## src/rtl/count_seq_pkg.sv

```systemverilog
// ============================================================================
// Module      : count_seq_pkg
// Description : Shared types, constants and helpers for the count sequence monitor.
// Revision    : 1.0 - initial release
// ============================================================================
`default_nettype none

package count_seq_pkg;

    localparam int CNT_W = 2;

    typedef enum logic [1:0] {
        ST_IDLE   = 2'd0,
        ST_ACQ    = 2'd1,
        ST_LOCKED = 2'd2,
        ST_FAULT  = 2'd3
    } state_t;

    function automatic logic [CNT_W-1:0] next_count(input logic [CNT_W-1:0] prev);
        return prev + CNT_W'(1);
    endfunction

endpackage

`default_nettype wire

```

## src/rtl/count_seq_monitor_sat_counter.sv

```systemverilog
// ============================================================================
// Module      : sat_counter
// Description : Saturating event counter; an increment coincident with clr yields 1.
// Revision    : 1.0 - initial release
// ============================================================================
`default_nettype none

module sat_counter #(
    parameter int W = 8
) (
    input  logic         clk,
    input  logic         rst,
    input  logic         inc,
    input  logic         clr,
    output logic [W-1:0] cnt
);

    logic [W-1:0] cnt_q;

    always_ff @(posedge clk) begin
        if (rst) begin
            cnt_q <= '0;
        end else if (inc) begin
            if (clr) begin
                cnt_q <= W'(1);
            end else if (cnt_q != '1) begin
                cnt_q <= cnt_q + W'(1);
            end
        end else if (clr) begin
            cnt_q <= '0;
        end
    end

    assign cnt = cnt_q;

endmodule

`default_nettype wire

```

## src/rtl/count_seq_monitor.sv

```systemverilog
// ============================================================================
// Module      : count_seq_monitor
// Description : Checks a 2-bit counter stream advances by +1 mod 4; lock, fault,
//               wrap pulse, error and wrap statistics.
//               Optional wrap counter: COUNT_SEQ_MONITOR_WRAP_CNT_EN
// Revision    : 1.0 - initial release
// ============================================================================
`default_nettype none

module count_seq_monitor
    import count_seq_pkg::*;
#(
    parameter int LOCK_N = 4,
    parameter int ERR_W  = 8,
    parameter int WRAP_W = 8
) (
    input  logic              clk,
    input  logic              rst,
    input  logic              en,
    input  logic [CNT_W-1:0]  q_in,
    input  logic              clr,
    output logic              locked,
    output logic              fault,
    output logic              wrap_pulse,
    output logic [ERR_W-1:0]  err_cnt,
    output logic [WRAP_W-1:0] wrap_cnt
);

    localparam logic [3:0] C_LOCK_N = 4'(LOCK_N);

    state_t             state_q;
    logic [CNT_W-1:0]   prev_q;
    logic [3:0]         streak_q;
    logic [3:0]         streak_d;
    logic               locked_q;
    logic               fault_q;
    logic               wrap_pulse_q;
    logic               w_step_ok;
    logic               w_err_inc;
    logic               w_wrap_inc;

    assign w_step_ok  = (q_in == next_count(prev_q));
    assign w_err_inc  = en && (state_q == ST_LOCKED) && !w_step_ok;
    assign w_wrap_inc = en && (state_q == ST_LOCKED) && w_step_ok && (prev_q == '1);
    assign streak_d   = streak_q + 4'd1;

    always_ff @(posedge clk) begin
        if (rst) begin
            state_q      <= ST_IDLE;
            prev_q       <= '0;
            streak_q     <= '0;
            locked_q     <= 1'b0;
            fault_q      <= 1'b0;
            wrap_pulse_q <= 1'b0;
        end else begin
            wrap_pulse_q <= w_wrap_inc;
            // A violation on the same edge as clr must leave fault set.
            if (w_err_inc) begin
                fault_q <= 1'b1;
            end else if (clr) begin
                fault_q <= 1'b0;
            end
            if (en) begin
                prev_q <= q_in;
                case (state_q)
                    ST_IDLE: begin
                        streak_q <= '0;
                        state_q  <= ST_ACQ;
                    end
                    ST_ACQ, ST_FAULT: begin
                        // streak is already 0 on FAULT entry, so the recovery sample
                        // is judged exactly like a fresh ACQ step.
                        if (w_step_ok) begin
                            if (streak_d == C_LOCK_N) begin
                                streak_q <= '0;
                                state_q  <= ST_LOCKED;
                                locked_q <= 1'b1;
                            end else begin
                                streak_q <= streak_d;
                                state_q  <= ST_ACQ;
                            end
                        end else begin
                            streak_q <= '0;
                            state_q  <= ST_ACQ;
                        end
                    end
                    ST_LOCKED: begin
                        if (!w_step_ok) begin
                            state_q  <= ST_FAULT;
                            locked_q <= 1'b0;
                        end
                    end
                    default: begin
                        state_q <= ST_IDLE;
                    end
                endcase
            end
        end
    end

    sat_counter #(
        .W   (ERR_W)
    ) u_err_cnt (
        .clk (clk),
        .rst (rst),
        .inc (w_err_inc),
        .clr (clr),
        .cnt (err_cnt)
    );

`ifdef COUNT_SEQ_MONITOR_WRAP_CNT_EN
    logic [WRAP_W-1:0] wrap_cnt_q;

    always_ff @(posedge clk) begin
        if (rst) begin
            wrap_cnt_q <= '0;
        end else if (w_wrap_inc) begin
            wrap_cnt_q <= clr ? WRAP_W'(1) : wrap_cnt_q + WRAP_W'(1);
        end else if (clr) begin
            wrap_cnt_q <= '0;
        end
    end

    assign wrap_cnt = wrap_cnt_q;
`else
    assign wrap_cnt = '0;
`endif

    assign locked     = locked_q;
    assign fault      = fault_q;
    assign wrap_pulse = wrap_pulse_q;

endmodule

`default_nettype wire

```

## config.mk

```make
export PLATFORM = sky130hd
export DESIGN_NAME = count_seq_monitor
export DESIGN_NICKNAME = d
export VERILOG_FILES = /design/src/rtl/count_seq_pkg.sv /design/src/rtl/count_seq_monitor_sat_counter.sv /design/src/rtl/count_seq_monitor.sv
export SDC_FILE = /design/constraint.sdc
export NUM_CORES = 1
export LEC_CHECK = 0
export ABC_AREA = 1
export CORE_ASPECT_RATIO = 1.4
export CORE_MARGIN = 4
export CORE_UTILIZATION = 45
export CTS_CLUSTER_DIAMETER = 30
export DETAILED_ROUTE_END_ITERATION = 12
export HOLD_SLACK_MARGIN = 0.1
export PLACE_DENSITY = 0.75
export SKIP_LAST_GASP = 1
export SYNTH_ARGS = -nofsm -noshare
export SYNTH_HDL_FRONTEND = slang
export SYNTH_SLANG_ARGS = --single-unit
```

## constraint.sdc

```tcl
create_clock -name clk -period 1.65 [get_ports clk]
set_clock_uncertainty 0.2 [all_clocks]
set_input_delay 0.2475 -clock clk [delete_from_list [all_inputs] [get_ports clk]]
set_output_delay 0.2475 -clock clk [all_outputs]
set_load 0.02 [all_outputs]
```

======== After elaboration in Yosys (flattened, before gate mapping) ========
Cells that the tools add are included.
operators by class
  reduce and logical (&&, ||, !) cells .... 15
  equal/unequal tests ..................... 10
  $add $sub $neg .......................... 3
  multiplexer cells ....................... 17
operator list
  kind                 count
  $mux 8               4
  $add 8x1->8 const B  1
  $mux 4               2
  $ne 8x8->1 const B   1
  $pmux 4 s2           1
  $reduce_bool 2->1    4
  $eq 2x2->1 const B   3
  $mux 2               3
  $ne 2x2->1 const B   3
  $pmux 2 s3           1
  $reduce_and 2->1     3
  $mux 1               5
  $reduce_and 5->1     1
  $add 4x1->4 const B  1
  $eq 4x3->1 const B   1
  $logic_and 1x1->1    4
  $add 2x1->2 const B  1
  $eq 2x1->1 const B   1
  $eq 2x2->1           1
  $logic_not 2->1      1
  $pmux 1 s2           1
  $reduce_or 2->1      1
  $logic_not 1->1      1
storage, ports and cells
  flip-flop bits (word level) ............. 19
  word-level logic and storage cells ...... 52
  output and inout port bits .............. 19
  bits of input ports ..................... 6

======== Longest topological paths before layout ========
Gate-level depths: netlist (run 1).
  depth in word-level cells ............... 6
  mapped depth ............................ 11
  gate-level depth less buffers ........... 11

======== Cells and area by module ========
A second synthesis (run 1) with hierarchy kept.
unflattened totals
  cell total of the unflattened synthesis .. 165
  area total of the unflattened synthesis .. 1162.4 µm²
modules (own cells, without submodules)
  module             cells each  area an instance (µm²)  instances  seq. area each (µm²)
  count_seq_monitor  93          673.1                   1          220.2
  sat_counter        72          489.2                   1          160.2

======== Least setup slack after synthesis (run 1) ========
Ideal clock, no wire load.
  kind .................................... register to register
  start ................................... reg u_err_cnt.cnt_q[0] (netlist: u_err_cnt.cnt[0])
  end ..................................... reg u_err_cnt.cnt_q[6] (netlist: u_err_cnt.cnt[6])
  path slack .............................. 0.003 ns
  clock period less this slack ............ 1.647 ns
  buffers on the path ..................... 0
  setup time .............................. 0.112 ns
  stages on the path, launching flop included .. 7
  required time ........................... 1.338 ns
  data arrival time ....................... 1.336 ns
  cells stage by stage .................... dfxtp_1 > ha_1 > nand3_1 > nor3_1 > a21oi_1 > nor2_1 > nor2_1
on the way
  longest elaborated chain between the ends .. 4
  elaborated cells on any way between the ends .. 7
  classes of those cells .................. add/sub: 1; eq/ne: 1; mux: 3; reduce/logical: 2
RTL lines
  what                    RTL line                             text
  start, declared         count_seq_monitor_sat_counter.sv:18  logic [W-1:0] cnt_q;
  start signal, assigned  count_seq_monitor_sat_counter.sv:27  cnt_q <= cnt_q + W'(1);
  $add 8x1->8             count_seq_monitor_sat_counter.sv:27
  $mux 8                  count_seq_monitor_sat_counter.sv:26  end else if (cnt_q != '1) begin
  $mux 8                  count_seq_monitor_sat_counter.sv:24  if (clr) begin
  $mux 8                  count_seq_monitor_sat_counter.sv:23  end else if (inc) begin
Several ways; a longest one is shown, not always the timed one. The select of a mux whose other input is x is not followed.
A chain may end at the register's enable or synchronous reset.

======== Worst setup path in the final report (run 1) ========
  start ................................... reg prev_q[0]
  end ..................................... reg u_err_cnt.cnt_q[0] (netlist: u_err_cnt.cnt[0])
on the way
  longest elaborated chain between the ends .. 6
  elaborated cells on any way between the ends .. 7
  classes of those cells .................. add/sub: 1; eq/ne: 1; mux: 1; reduce/logical: 4
RTL lines
  what                                RTL line                 text
  start, declared                     count_seq_monitor.sv:32  logic [CNT_W-1:0] prev_q;
  start signal, assigned              count_seq_monitor.sv:64  prev_q <= q_in;
  $add 2x1->2 (*)                     count_seq_pkg.sv:20      return prev + CNT_W'(1);
  $eq 2x2->1 (*)                      count_seq_monitor.sv:42  assign w_step_ok = (q_in == next_count(prev_q));
  $logic_not 1->1 (*)                 --
  $logic_and 1x1->1 (*)               count_seq_monitor.sv:43  assign w_err_inc = en && (state_q == ST_LOCKED) && !w_step_ok;
  $reduce_bool 2->1 (no source line)  --
  $reduce_and 2->1 (no source line)   --
Every way passes the cells marked *; elsewhere a longest branch is shown, timed or not.

==> run_results.csv, run 1 <==
group,metric,value,unit
route,num_vias,1091,
place,dp.cells,226,
outcome,outcome,"finished clean",
route,viasPerCell,4.72,
sta,finalHoldViolCount,0,
synthesis,synth-async-reset-ratio,0,%
route,met1Wirelength,1060,um
power,cellPowerDensity,542,mW/mm^2
floorplanning,die_w,50.8,um
synthesis,synth_edf_count,0,
worst_setup_path,worst_path_max_delay_cell,"dfxtp_2",
clock_network,clockBufferDepth,2,
route,drc_errors,0,
global_routing,grt_pass1_vias,1000,
worst_setup_path,crit_top_cell,"nand2_8",
place,pre_cts_ws,-95.9,ps
clock_network,clk_pin_slew,110,ps
synthesis,seq_area_frac_synth,33.0,%
sta,fmax,0.613,GHz
worst_setup_path,critPathTopFamily,"simple AND/OR/NAND/NOR gates",
clock_network,cts_hold_buf,0,
floorplanning,coreArea,0.00242,sq mm
place,portBuffers,16,
sta,rsz0062_at_grt,"yes",
place,routabilityCongestion,0.936,
route,top_layer_used,"met4",
worst_setup_path,crit_path_end_kind,"flop",
synthesis,synth_top_area_cell,"dfxtp_1",
layout,drive_gt1_share,29.4,%
power,leakage,0.711,nW
layout,area_delta_synth_final,34.5,%
synthesis,ys_warn_count,0,
worst_hold_path,hold_class,"reg2reg",
worst_setup_path,critPathKind,"reg2reg",
worst_setup_path,cp_max_fo,6,
floorplanning,pin_count,25,
clock_network,cts_htree_levels,1,
global_routing,grt.total_usage,15.5,%
layout,diodes,0,
synthesis,synthTopCellsByArea,"dfxtp_1 (33%), nand2_1 (15%), inv_1 (6.8%)",
sta,min_period_over_period,98.9,%
floorplanning,initial_core_util,47.7,%
sta,fin_ws,18.5,ps
sta,hold_ws,270,ps
floorplanning,dieArea,0.00345,sq mm
clock_network,cts_tree,"done",
route,drt_iter0_markers,35,
synthesis,ys_seq_elements,19,
floorplanning,die_height,67.9,um
sta,min_period,1630,ps
floorplanning,num_rows,21,
synthesis,yosys_most_used_dff,"dfxtp_1",
worst_setup_path,startpoint_type,"flop",
worst_setup_path,cp_cell_sequence,"ha_4, nand2_1, nand2_2, nand2_4, nand2_8, nand2_8, nand2_8, nand2_2, a21oi_2",
sta,finalSetupViolCount,0,
synthesis,synth_top_area_share,33.0,%
route,dr.pass1.iters,4,
synthesis,netlist_instances,166,
worst_setup_path,arrival,1670,ps
place,dp_hpwl,1970,um
route,wl_met3,97,um
layout,stdcell_count,231,
route,met2RoutedLength,1550,um
global_routing,antenna_found_initial,0,
synthesis,netlist_area,0.00115,sq mm
global_routing,grt_pass1_wl,4060,um
route,wl_per_cell,11.9,um
synthesis,avgSynthCellArea,6.95,sq um
clock_network,insertion_delay,300,ps
worst_setup_path,worst-path-buf-inv,0,
synthesis,netlist-cell-type-count,25,
worst_setup_path,crit_required,1690,ps
clock_network,cts_inserted_buffers,3,
sta,finalSetupTns,0,ps
clock_network,cts-root-buf,"clkbuf_4",
route,ant_nets,0,
power,p_total,0.841,mW
global_routing,grt_overflow,0,
clock_network,cts_num_sinks,19,
power,ir_drop,0.550,mV
global_routing,grt_max_degree,12,
run,maxCapViolCount,0,
layout,nets,208,
sta,slew_viol_final,0,
worst_setup_path,cpPeakStageDelay,350,ps
route,routed_wl,2740,um
-- cells by family (layout without fill, tap and decap cells) --
group,count (synthesis),count (layout),share of synthesized area (%)
flops,19,19,33.0
xor+xnor,4,4,3.04
fa+ha+maj,4,4,4.34
compound gates,20,20,9.65
other cells,1,8,0.325
buf+inv,32,56,13.0
simple gates,86,86,36.7
-- final cells by class --
type / instances / area (sq um)
Sequential cell: 19 / 387
Tap cell: 34 / 42.5
Inverter: 23 / 86.3
Fill cell: 220 / 866
Timing Repair Buffer: 29 / 244
Multi-Input combinational cell: 122 / 766
Clock buffer: 4 / 26.3
-- sequential cells by signal, summed over array words and instances (netlist names), named ones only --
register and cells:
fault 1, streak_q 4, state_q 1, u_err_cnt.cnt 8
prev_q 2, locked 1, wrap_pulse 1
-- layer usage --
layer  GRT usage (%)  up-vias
met1            16.4      497
met4            7.07        0
met3            2.61        2
li1                -      568
met5               0        -
met2            29.6       24
-- worst min-delay path: stages, from the launching register on --
cell,delay (ps)
dfxtp_1,320
nand2_1,60
a21oi_1,50
-- synth_stat cells (2+ instances only) --
cell type / count
nand2_1: 46
inv_1: 21
dfxtp_1: 19
a21oi_1: 13
nand3_1: 11
nor2_1: 11
buf_4: 8
ha_1: 4
nand2_4: 4
nand4_1: 4
o21ai_0: 4
a21oi_2: 3
nor2_2: 3
xor2_1: 3
nor3_1: 2
-- per-stage QoR --
| stage | util [%] | instance area, sq um |
|---|---|---|
| after floorplan | - | 1180 |
| after global placement | 58.3 | 1410 |
| after detailed placement | 58.3 | 1410 |
| after CTS | 59.5 | 1440 |
| after global routing | 64.2 | 1550 |
| final | 64.2 | 1550 |
-- timing repair --
item / CTS / global route
pin swaps: 1 / 14
gates resized for setup: 14 / 31
buffers inserted: 1 / 0
setup endpoints to repair: 19 / 16
-- worst paths after layout --
kind | start | cells after the start | endpoint | slack (ps)
worst max-delay path | prev_q[0] | 9 | u_err_cnt.cnt[0] | 20
worst min-delay path | fault | 2 | fault | 270
worst max register to register | prev_q[0] | 9 | u_err_cnt.cnt[0] | 20
worst min register to register | fault | 2 | fault | 270
-- where the power goes --
part	switching, mW	internal (mW)
registers	0.00552	0.466
logic	0.0825	0.0476
clock network	0.146	0.0941
total	0.234	0.607
-- placed cells by master (no fill, tap or decap), types with 2 or more instances in the layout --
master           count
nor2_2               2
conb_1               8
dlygate4sd2_1       11
buf_4               13
a21oi_1             10
xor2_1               3
clkbuf_4             3
a21oi_2              6
dfxtp_2              5
nand3_1              9
nand2_2             10
inv_2                4
nor3_2               2
nand4_1              4
nand2_8              3
dfxtp_1             14
nor2_1              10
inv_1               19
clkdlybuf4s50_1      5
ha_1                 3
nor2_4               3
nand2_1             37
nand3_2              2
o21ai_0              3
(Power assumes the default switching activity.)
==> run 2: changes to the inputs <==
CTS_CLUSTER_SIZE = 30   (was default)
==> results of run 2 <==
The final DEF is identical to that of run 1; final timing and power are the same.
==> run 3: changes to the inputs <==
--- a/config.mk
+++ b/config.mk
@@ -18,3 +18,4 @@
 export SYNTH_ARGS = -nofsm -noshare
 export SYNTH_HDL_FRONTEND = slang
+export SYNTH_HIERARCHICAL = 1
 export SYNTH_SLANG_ARGS = --single-unit
==> constraint.sdc (replaced) <==
create_clock -name clk -period 1.4 [get_ports clk]
set_clock_uncertainty 0.2 [all_clocks]
set_input_delay 0.14 -clock clk [delete_from_list [all_inputs] [get_ports clk]]
set_output_delay 0.14 -clock clk [all_outputs]
set_load 0.02 [all_outputs]
==> run 3 against run 2 <==
  * The flow now finishes with violations (negative setup slack)
  * Non-clock buffer count up 8
  * Synthesized cell count decreased by 0.60%
  * Worst hold slack got worse by 7.3 ps
  * Via count up 6.1%
  * Sequential share of layout area shrank 0.95 points
  * Utilization rose by 1.6 points
  * Critical path depth rose by 2
  * Sequential power grew 18%
  * Count of clock-buffer cells in the layout fell by 1
  * Synthesized area rose by 0.76%
  * Global-route usage rose by 2.6 points
  * Clock power up 25%
  * Highest routed layer unchanged
==> run_results.csv, run 3 <==
group,metric,value,unit
route,routed_wl,2880,um
power,leakage,0.721,nW
synthesis,synth_commonest_cells,"nand2_1 (38), dfxtp_1 (19), inv_1 (16)",
synthesis,yosys.area_share.simple,40.2,%
global_routing,grt_pass1_wl,4680,um
route,dr.pass1.iters,4,
layout,final_cell_area,0.00161,sq mm
clock_network,insertion_delay,310,ps
power,cellPowerDensity,633,mW/mm^2
place,portBuffers,16,
place,dp_hpwl,2170,um
route,num_vias,1158,
synthesis,avgSynthCellArea,7.04,sq um
worst_setup_path,arrival,1700,ps
floorplanning,initial_core_util,47.6,%
clock_network,cts_htree_levels,1,
place,routabilityCongestion,0.843,
synthesis,ys_warn_count,6,
layout,final_cell_mix,"nand2_1 (30), buf_4 (20), dfxtp_1 (15), inv_1 (14), nand2_2 (13)",
synthesis,synth_edf_count,0,
route,drc_errors,0,
worst_hold_path,hold_class,"in2reg",
sta,rsz0062_at_grt,"yes",
place,pre_cts_ws,-345,ps
synthesis,synth_mux_area_share,0,%
outcome,outcome,"finished with violations",
route,wl_per_cell,12.1,um
route,wl_met3,122,um
worst_setup_path,crit_path_end_kind,"flop",
synthesis,synthXorXnorAreaFrac,0.753,%
synthesis,synth_compound_area_share,9.26,%
global_routing,grt_pass1_vias,1180,
route,drt_iter0_markers,21,
synthesis,synth_top_area_cell,"dfxtp_1",
synthesis,netlist-cell-type-count,24,
floorplanning,dieArea,0.00347,sq mm
layout,drive_gt1_share,43.9,%
global_routing,grt.total_usage,18.0,%
worst_setup_path,critPathKind,"reg2reg",
synthesis,synthTopCellsByArea,"dfxtp_1 (33%), nand2_1 (12%), nand3_1 (6.5%)",
global_routing,grt_overflow,0,
worst_setup_path,reg2regPathDepth,11,
synthesis,netlist_area,0.00116,sq mm
clock_network,cts_inserted_buffers,3,
floorplanning,die_w,51.0,um
worst_hold_path,hold_depth,3,
worst_setup_path,cp_max_fo,6,
synthesis,synth.most_common_cell,"nand2_1",
synthesis,synth-async-reset-ratio,0,%
clock_network,clockBufferDepth,2,
synthesis,seq_area_frac_synth,32.7,%
sta,min_period_over_period,118,%
route,met2RoutedLength,1690,um
sta,min_period,1660,ps
synthesis,netlist_instances,165,
global_routing,grt_max_degree,12,
worst_setup_path,startpoint_type,"flop",
floorplanning,num_rows,21,
clock_network,clk_pin_slew,120,ps
layout,mostFrequentLayoutCell,"nand2_1",
floorplanning,coreArea,0.00244,sq mm
synthesis,yosys_most_used_dff,"dfxtp_1",
sta,finalSetupViolCount,16,
layout,nets,216,
floorplanning,die_height,68.1,um
sta,fin_ws,-255,ps
synthesis,synth_top_family_by_area,"simple AND/OR/NAND/NOR gates",
floorplanning,pin_count,25,
route,viasPerCell,4.85,
sta,slew_viol_final,0,
route,ant_nets,0,
clock_network,cts_hold_buf,0,
power,ir_drop,0.431,mV
layout,area_delta_synth_final,38.3,%
sta,fmax,0.604,GHz
place,placed_area,0.00152,sq mm
route,top_layer_used,"met4",
layout,largest_reg_flops,8,
synthesis,synth_top_area_share,32.7,%
sta,finalHoldViolCount,0,
outcome,failed_checks,"negative setup slack",
clock_network,cts-root-buf,"clkbuf_4",
global_routing,antenna_found_initial,0,
clock_network,cts_num_sinks,19,
layout,diodes,0,
synthesis,synth_adder_area_share,4.31,%
layout,finish.utilization,65.8,%
route,met1Wirelength,1020,um
clock_network,cts_tree,"done",
synthesis,ys_seq_elements,19,
worst_setup_path,crit_required,1450,ps
sta,hold_ws,263,ps
run,maxCapViolCount,0,
run 3: changes by cell type in the layout (fill, tap and decap cells not counted), moves of 4 or more:
cell | previous run | this run
a21oi_2 | 6 | 10
inv_1 | 19 | 14
buf_4 | 13 | 20
nand2_4 | 1 | 5
a21oi_1 | 10 | 5
nand2_1 | 37 | 30
dlygate4sd2_1 | 11 | 2
clkbuf_2 | 0 | 8
run 3: cells by family after synthesis:
logic type / Yosys count
adder cells (fa/ha/maj): 4
buffers and inverters: 30
other: 1
XOR/XNOR: 1
flip-flops: 19
AND/OR/NAND/NOR: 90
AO/OA/AOI/OAI: 20
run 3: metrics by stage:
step / TNS, ps / cells / power, mW
global placement: -3240 / 232 / 0.718
CTS: -2610 / 239 / 1.03
floorplan: -1250 / 172 / 0.671
finish: -2790 / 239 / 1.02
detailed placement: -4340 / 232 / 0.723
global route: -4020 / 239 / 1.07
run 3: power by group:
part | switching [mW] | internal (mW) | total, mW
registers | 0.00640 | 0.549 | 0.555
clock network | 0.193 | 0.107 | 0.299
logic | 0.101 | 0.0622 | 0.163
total | 0.300 | 0.718 | 1.02
run 3: path summary, 6_finish.rpt:
kind | to | slack (ps) | startpoint
min | prev_q[1] | 260 | q_in[1]
max reg2reg | u_err_cnt/cnt[1] | -260 | prev_q[0]
max | u_err_cnt/cnt[1] | -260 | prev_q[0]
min reg2reg | fault | 290 | fault
run 3: repair_timing:
item                       in CTS  in global routing
gates resized for setup        28                 27
buffers inserted                3                  1
pin swaps                       9                 14
setup endpoints to repair      27                 25
run 3: per-layer routing:
metal,vias up,track usage [%]
met4,0,11.4
met3,5,3.05
met2,29,36.8
met5,-,0
li1,586,-
met1,538,15.7
run 3: critical path, stage by stage (launching register included):
cell and delay (ps):
dfxtp_2 350, ha_4 270, inv_2 30, nand2_2 50
nand2_2 60, nand2_4 70, nand2_4 70, inv_8 80
nand2_4 60, a21oi_4 130, nand2_1 80, a21oi_1 130
run 3: final cells by class:
cell class,count,area [sq um]
sequential,19,385
tap,34,42.5
clock buffer,3,22.5
timing repair buffer,37,279
clock inverter,1,5.00
multi-input combinational,123,778
inverter,22,95.1
fill,225,836
